<file path="config.mk">
export PLATFORM = sky130hd
export DESIGN_NAME = binary_to_bcd_serial
export DESIGN_NICKNAME = d
export VERILOG_FILES = /design/src/rtl/binary_to_bcd_serial.sv
export SDC_FILE = /design/constraint.sdc
export NUM_CORES = 1
export LEC_CHECK = 0
export CAP_MARGIN = 10
export CORE_ASPECT_RATIO = 0.5
export CORE_MARGIN = 2
export CORE_UTILIZATION = 40
export CTS_BUF_LIST = sky130_fd_sc_hd__clkbuf_4 sky130_fd_sc_hd__clkbuf_8
export DETAILED_ROUTE_END_ITERATION = 16
export PLACE_DENSITY_LB_ADDON = 0.08
export SYNTH_ARGS = -nofsm -noshare
export SYNTH_HDL_FRONTEND = slang
export SYNTH_SLANG_ARGS = --single-unit
</file>
<file path="constraint.sdc">
create_clock -name i_Clk -period 2 [get_ports i_Clk]
set_clock_uncertainty 0.1 [all_clocks]
set_input_delay 0.5 -clock i_Clk [delete_from_list [all_inputs] [get_ports i_Clk]]
set_output_delay 0.5 -clock i_Clk [all_outputs]
set_load 0.005 [all_outputs]
</file>
<file path="src/rtl/binary_to_bcd_serial.sv">
// Serial double-dabble converter: one binary bit per clock, start/done handshake,
// result held stable between conversions and saturated to all-nines on overflow.
module binary_to_bcd_serial #(
    parameter int INPUT_WIDTH = 14,
    parameter int DIGIT_NUM   = 4
) (
    input  logic                       i_Clk,
    input  logic                       i_Reset,
    input  logic                       i_Start,
    input  logic [INPUT_WIDTH-1:0]     i_Binary,
    output logic [4*DIGIT_NUM-1:0]     o_BCD_Num,
    output logic                       o_Busy,
    output logic                       o_Done,
    output logic                       o_Overflow
);

    localparam int BCD_W = 4 * DIGIT_NUM;
    localparam int CNT_W = $clog2(INPUT_WIDTH + 1);

    localparam logic [1:0] S_IDLE    = 2'd0;
    localparam logic [1:0] S_CONVERT = 2'd1;
    localparam logic [1:0] S_DONE    = 2'd2;

    // Largest value representable in DIGIT_NUM decimal digits (inputs up to 64 bits).
    function automatic logic [63:0] f_max_decimal(input int digits);
        logic [63:0] p;
        p = 64'd1;
        for (int i = 0; i < digits; i++) begin
            p = p * 64'd10;
        end
        return p - 64'd1;
    endfunction

    localparam logic [63:0]      MAX_DECIMAL = f_max_decimal(DIGIT_NUM);
    localparam logic [CNT_W-1:0] CNT_LAST    = CNT_W'(INPUT_WIDTH);
    localparam logic [BCD_W-1:0] BCD_SAT     = {DIGIT_NUM{4'h9}};

    logic [1:0]             r_state;
    logic [INPUT_WIDTH-1:0] r_shift;
    logic [BCD_W-1:0]       r_scratch;
    logic [CNT_W-1:0]       r_cnt;
    logic                   r_ovf_flag;
    logic [BCD_W-1:0]       r_bcd;
    logic                   r_busy;
    logic                   r_done;
    logic                   r_overflow;

    logic [BCD_W-1:0]       w_adj;
    logic [BCD_W-1:0]       w_scratch_next;
    logic [INPUT_WIDTH-1:0] w_shift_next;
    logic [CNT_W-1:0]       w_cnt_next;
    logic                   w_overflow_capt;

    // Add-3 correction is per digit; carries never cross digit boundaries.
    generate
        for (genvar gi = 0; gi < DIGIT_NUM; gi++) begin : g_digit_adj
            assign w_adj[4*gi +: 4] = (r_scratch[4*gi +: 4] >= 4'd5)
                                    ? r_scratch[4*gi +: 4] + 4'd3
                                    : r_scratch[4*gi +: 4];
        end
    endgenerate

    assign w_scratch_next  = {w_adj[BCD_W-2:0], r_shift[INPUT_WIDTH-1]};
    assign w_shift_next    = r_shift << 1;
    assign w_cnt_next      = r_cnt + 1'b1;
    assign w_overflow_capt = (64'(i_Binary) > MAX_DECIMAL);

    always_ff @(posedge i_Clk) begin
        if (i_Reset) begin
            r_state    <= S_IDLE;
            r_shift    <= '0;
            r_scratch  <= '0;
            r_cnt      <= '0;
            r_ovf_flag <= 1'b0;
            r_bcd      <= '0;
            r_busy     <= 1'b0;
            r_done     <= 1'b0;
            r_overflow <= 1'b0;
        end else begin
            r_done <= 1'b0;
            case (r_state)
                S_IDLE: begin
                    if (i_Start) begin
                        r_shift    <= i_Binary;
                        r_scratch  <= '0;
                        r_cnt      <= '0;
                        r_ovf_flag <= w_overflow_capt;
                        r_busy     <= 1'b1;
                        r_state    <= S_CONVERT;
                    end
                end
                S_CONVERT: begin
                    r_scratch <= w_scratch_next;
                    r_shift   <= w_shift_next;
                    r_cnt     <= w_cnt_next;
                    // Output register updates only here, so the display never sees partial digits.
                    if (w_cnt_next == CNT_LAST) begin
                        r_busy     <= 1'b0;
                        r_done     <= 1'b1;
                        r_bcd      <= r_ovf_flag ? BCD_SAT : w_scratch_next;
                        r_overflow <= r_ovf_flag;
                        r_state    <= S_DONE;
                    end
                end
                S_DONE: begin
                    r_state <= S_IDLE;
                end
                default: begin
                    r_state <= S_IDLE;
                end
            endcase
        end
    end

    assign o_BCD_Num  = r_bcd;
    assign o_Busy     = r_busy;
    assign o_Done     = r_done;
    assign o_Overflow = r_overflow;

endmodule

</file>
After elaboration in Yosys (flattened, before gate mapping)
Index checks and enable logic that the tools add are counted.
{"block": "word_totals", "word_cells": 50, "ff_bits": 56, "out_inout_bits": 19, "inputBits": 17}
{"block": "op_classes", "muxes": 18, "n_bitwise": 1, "n_addsub": 5, "magnitude_cmp": 5, "n_reduce_logical": 8, "eq_ne": 4}
{"operator": "$mux 16", "n": 2}
{"operator": "$pmux 16 s2", "n": 1}
{"operator": "$pmux 14 s2", "n": 1}
{"operator": "$ge 4x3->1 const B", "n": 4}
{"operator": "$mux 4", "n": 4}
{"operator": "$gt 14x14->1 const B", "n": 1}
{"operator": "$mux 14", "n": 1}
{"operator": "$add 4x2->4 const B", "n": 3}
{"operator": "$pmux 4 s2", "n": 1}
{"operator": "$reduce_and 2->1", "n": 4}
{"operator": "$add 4x1->4 const B", "n": 1}
{"operator": "$eq 4x4->1 const B", "n": 1}
{"operator": "$mux 2", "n": 2}
{"operator": "$ne 2x2->1 const B", "n": 2}
{"operator": "$pmux 2 s2", "n": 1}
{"operator": "$add 3x2->3 const B", "n": 1}
{"operator": "$mux 1", "n": 3}
{"operator": "$mux 3", "n": 1}
{"operator": "$reduce_and 3->1", "n": 1}
{"operator": "$eq 2x1->1 const B", "n": 1}
{"operator": "$logic_not 2->1", "n": 1}
{"operator": "$pmux 1 s2", "n": 1}
{"operator": "$reduce_bool 2->1", "n": 1}
{"operator": "$reduce_or 2->1", "n": 1}
{"operator": "$not 1->1", "n": 1}

Longest topological paths before layout
{"block": "logic_depth", "word_depth": 4, "mapped_depth": 7, "depth_no_buf": 6}

Worst setup path before layout
OpenSTA, ideal clock, no wires.
{"block": "synth_path", "path_type": "reg-to-reg", "from": "register r_cnt[0]", "to": "register r_bcd[15], in the netlist o_BCD_Num[15]", "synth_period_minus_slack_ns": 1.671, "required_time_ns": 1.778, "setup_slack_ns": 0.329, "arrival_ns": 1.449, "setup_ns": 0.122, "stages_incl_launch_ff": 7, "cell_sequence": "dfxtp_1 > ha_1 > nor2b_1 > o2111a_1 > buf_4 > nor2_2 > o311a_1"}
{"block": "synth_via", "elab_chain_len": 3}
{"item": "start: declaration", "line_no": "41", "text": "logic [CNT_W-1:0] r_cnt;"}
{"item": "start signal: assignment", "line_no": "95", "text": "r_cnt <= w_cnt_next;"}
{"item": "$add 4x1->4", "line_no": "65", "text": "assign w_cnt_next = r_cnt + 1'b1;"}
{"item": "$eq 4x4->1", "line_no": "97", "text": "if (w_cnt_next == CNT_LAST) begin"}
{"item": "$reduce_and 2->1 (no source line)"}
{"item": "end signal: assignment", "line_no": "100", "text": "r_bcd <= r_ovf_flag ? BCD_SAT : w_scratch_next;"}
{"item": "end: declaration", "line_no": "43", "text": "logic [BCD_W-1:0] r_bcd;"}
No other way between the ends.
A chain may end at the register's enable or synchronous reset.

Final worst setup path
{"block": "layout_path", "from": "register r_cnt[0]", "to": "register r_bcd[7], in the netlist o_BCD_Num[7]"}
Same word-level chain as after synthesis.

==> flow_summary.ini <==
[timing]
slew_headroom_pct = 60.7
whs_ns = 0.362
final-hold-violation-count = 0
post-route-min-period_ns = 1.83
drv_slew = 0
rsz0062_at_grt = false
period_share_pct = 91.5
tightestPinTransition_ns = 0.590
setup_violations = 0
fmax_mhz = 547

[setup_path]
reg2reg_from = r_cnt[0]
endpoint_kind = flop
cp.arrival_ns = 1.93
crit_type = reg2reg
cp.required_ns = 2.10
crit_start = r_cnt[0]
critPathLaunchType = flop
cp_max_fo = 9

[global_routing]
antenna_found_initial = 0
grt_max_degree = 28
grt_overflow = 0
grt.total_usage_pct = 18.6
grt_pass1_vias = 2394
grt_first_pass_wirelength_mm = 11.3

[synth]
synth_seq_area_share_pct = 40.8
synth_warnings = 0
syn_area_per_cell_um2 = 8.26
synth_nets = 360
ys_ff_latch = 56
netlist_area_mm2 = 0.00275
ys_types = 43
synthCells = 333

[routing]
drt-total-wl_mm = 6.57
drc_errors = 0
first_pass_iters = 4
drtAntennaViolNets = 0
vias_per_cell = 5.45
drtIter0Drc = 199
via_count = 2533
wire_per_inst_um = 14.1

[placement]
place_congestion = 0.803
dpl-instance-area_mm2 = 0.00327
hpwlAfterDp_mm = 4.74
portBuffers = 35

[die]
initial_core_util_pct = 41.2
core_region_area_mm2 = 0.00667
placementRows = 21
die_h_um = 62.6
die_w_um = 121
ioPinCount = 36
die-area_mm2 = 0.00759

[power_and_ir_drop]
cellPowerDensity_mw_per_mm2 = 592
vdd_ir_drop_max_mv = 0.291
power_mw = 1.98
p_leak_nw = 1.28

[finish]
final_area_mm2 = 0.00335
fin_nets = 400
n_fill_cell = 656
final_cell_mix = dfxtp_1 (56), nor2_1 (38), nand2_1 (37)
diodes = 0
drive_gt1_share_pct = 9.65
final_common_cell = dfxtp_1
syn_to_final_growth_pct = 21.9

[clock_network]
root_buffer = clkbuf_8
cts-htree-levels = 2
cts_num_sinks = 56
cts_tree = yes
post-cts-setup-buffers = 0
clk_latency_ns = 0.31
clkTransAtPathRegs_ns = 0.09
cts_buffer_depth = 2
cts_made_buffers = 5

[hold_path]
hold_path_startpoint = o_BCD_Num[13]
hold_path.class = reg2reg

[job]
maxCapViolations = 0

[run_status]
status = finished, final reports clean
worst paths after layout:
check | depth (start not counted) | slack, ns | endpoint
worst min register to register | 2 | 0.36 | o_BCD_Num[13]
worst max register to register | 6 | 0.17 | o_BCD_Num[7]
worst min-delay path | 2 | 0.36 | o_BCD_Num[13]
worst max-delay path | 6 | 0.17 | o_BCD_Num[7]
per-stage QoR:
| stage | setup TNS [ns] | util [%] | worst slack (ns) | cells |
|---|---|---|---|---|
| after CTS | 0 | 50.2 | 0.135 | 465 |
| after global routing | 0 | 50.2 | 0.0139 | 465 |
| after global placement | -0.277 | 49.0 | -0.0484 | 458 |
| final | 0 | 50.2 | 0.171 | 465 |
| after detailed placement | -0.710 | 49.0 | -0.0760 | 458 |
| after floorplan | 0 | - | 0.329 | 333 |
flip-flops by register name (all words and copies together) (netlist names):
signal / cells
r_state: 2
r_scratch: 16
r_shift: 14
r_cnt: 4
o_Done: 1
o_BCD_Num: 16
o_Overflow: 1
r_ovf_flag: 1
o_Busy: 1
cells by family (layout without fill, tap and decap cells):
logic type / count (synthesis) / count (layout) / share of synthesized area (%)
and+or+nand+nor: 145 / 145 / 26.2
AOI/OAI and AO/OA: 89 / 89 / 23.0
DFF: 56 / 56 / 40.8
buffers and inverters: 33 / 73 / 5.50
adders and majority gates: 10 / 10 / 4.55
cell usage after synthesis (all sizes together):
library cell	instances	area share [%]
or4	1	0.27
dfxtp	56	41
ha	10	4.5
nor2	40	5.6
or3b	3	0.96
a21oi	13	2.4
o2111ai	1	0.32
a21o	1	0.27
o221a	1	0.41
a311oi	14	4.5
nand2b	8	1.8
nor3b	3	0.82
o211ai	2	0.55
or2	1	0.23
nand4	10	2.3
nand2	37	5.0
and3b	1	0.32
buf	12	2.6
nand3	11	2.0
a31oi	6	1.4
nor3	9	1.6
or2b	1	0.27
a211o	9	2.9
a21boi	1	0.27
or3	3	0.68
clkbuf	10	1.4
o311a	3	1.1
nor2b	4	1.0
o2111a	1	0.41
a22oi	4	1.1
and4	1	0.32
a211oi	5	1.4
and2	9	2.0
a32oi	8	2.5
nand3b	3	0.82
inv	11	1.5
o21ai	20	3.6
cell type report:
| class | count | area (um^2) | share of cell area (%) |
|---|---|---|---|
| inverters | 11 | 41.3 | 1.23 |
| multi-input cells | 244 | 1480 | 44.2 |
| clock buffers | 6 | 76.3 | 2.28 |
| repair buffers | 55 | 513 | 15.3 |
| flip-flops and latches | 56 | 1120 | 33.4 |
| well taps | 92 | 115 | 3.43 |
| clock inverters | 1 | 5.00 | 0.149 |
where the power goes:
part | switching, mW | total [mW] | internal [mW] | leakage, nW
clock network | 0.345 | 0.598 | 0.253 | 0.0445
registers | 0.0239 | 1.17 | 1.15 | 0.455
logic | 0.116 | 0.216 | 0.100 | 0.777
per-layer routing:
metal	global-route usage [%]	up-vias	part of all wire (%)	wire, um
li1	-	1293	-	-
met2	29.2	52	45	2960
met4	5.03	0	0.90	59
met1	25.2	1182	49	3220
met3	5.11	6	4.9	322
met5	0	-	0	0
worst max-delay path: stages (launching register included):
cell and delay (ns):
dfxtp_1 0.45, ha_2 0.27, nor2b_1 0.08, o2111a_1 0.19, buf_4 0.18, or3_1 0.34
o311a_1 0.13
timing repair:
item                       4_1_cts  5_1_grt
hold buffers                     0        0
gates resized for setup          0        1
setup endpoints to repair        0        4
Power figures use the tool's default switching activity.
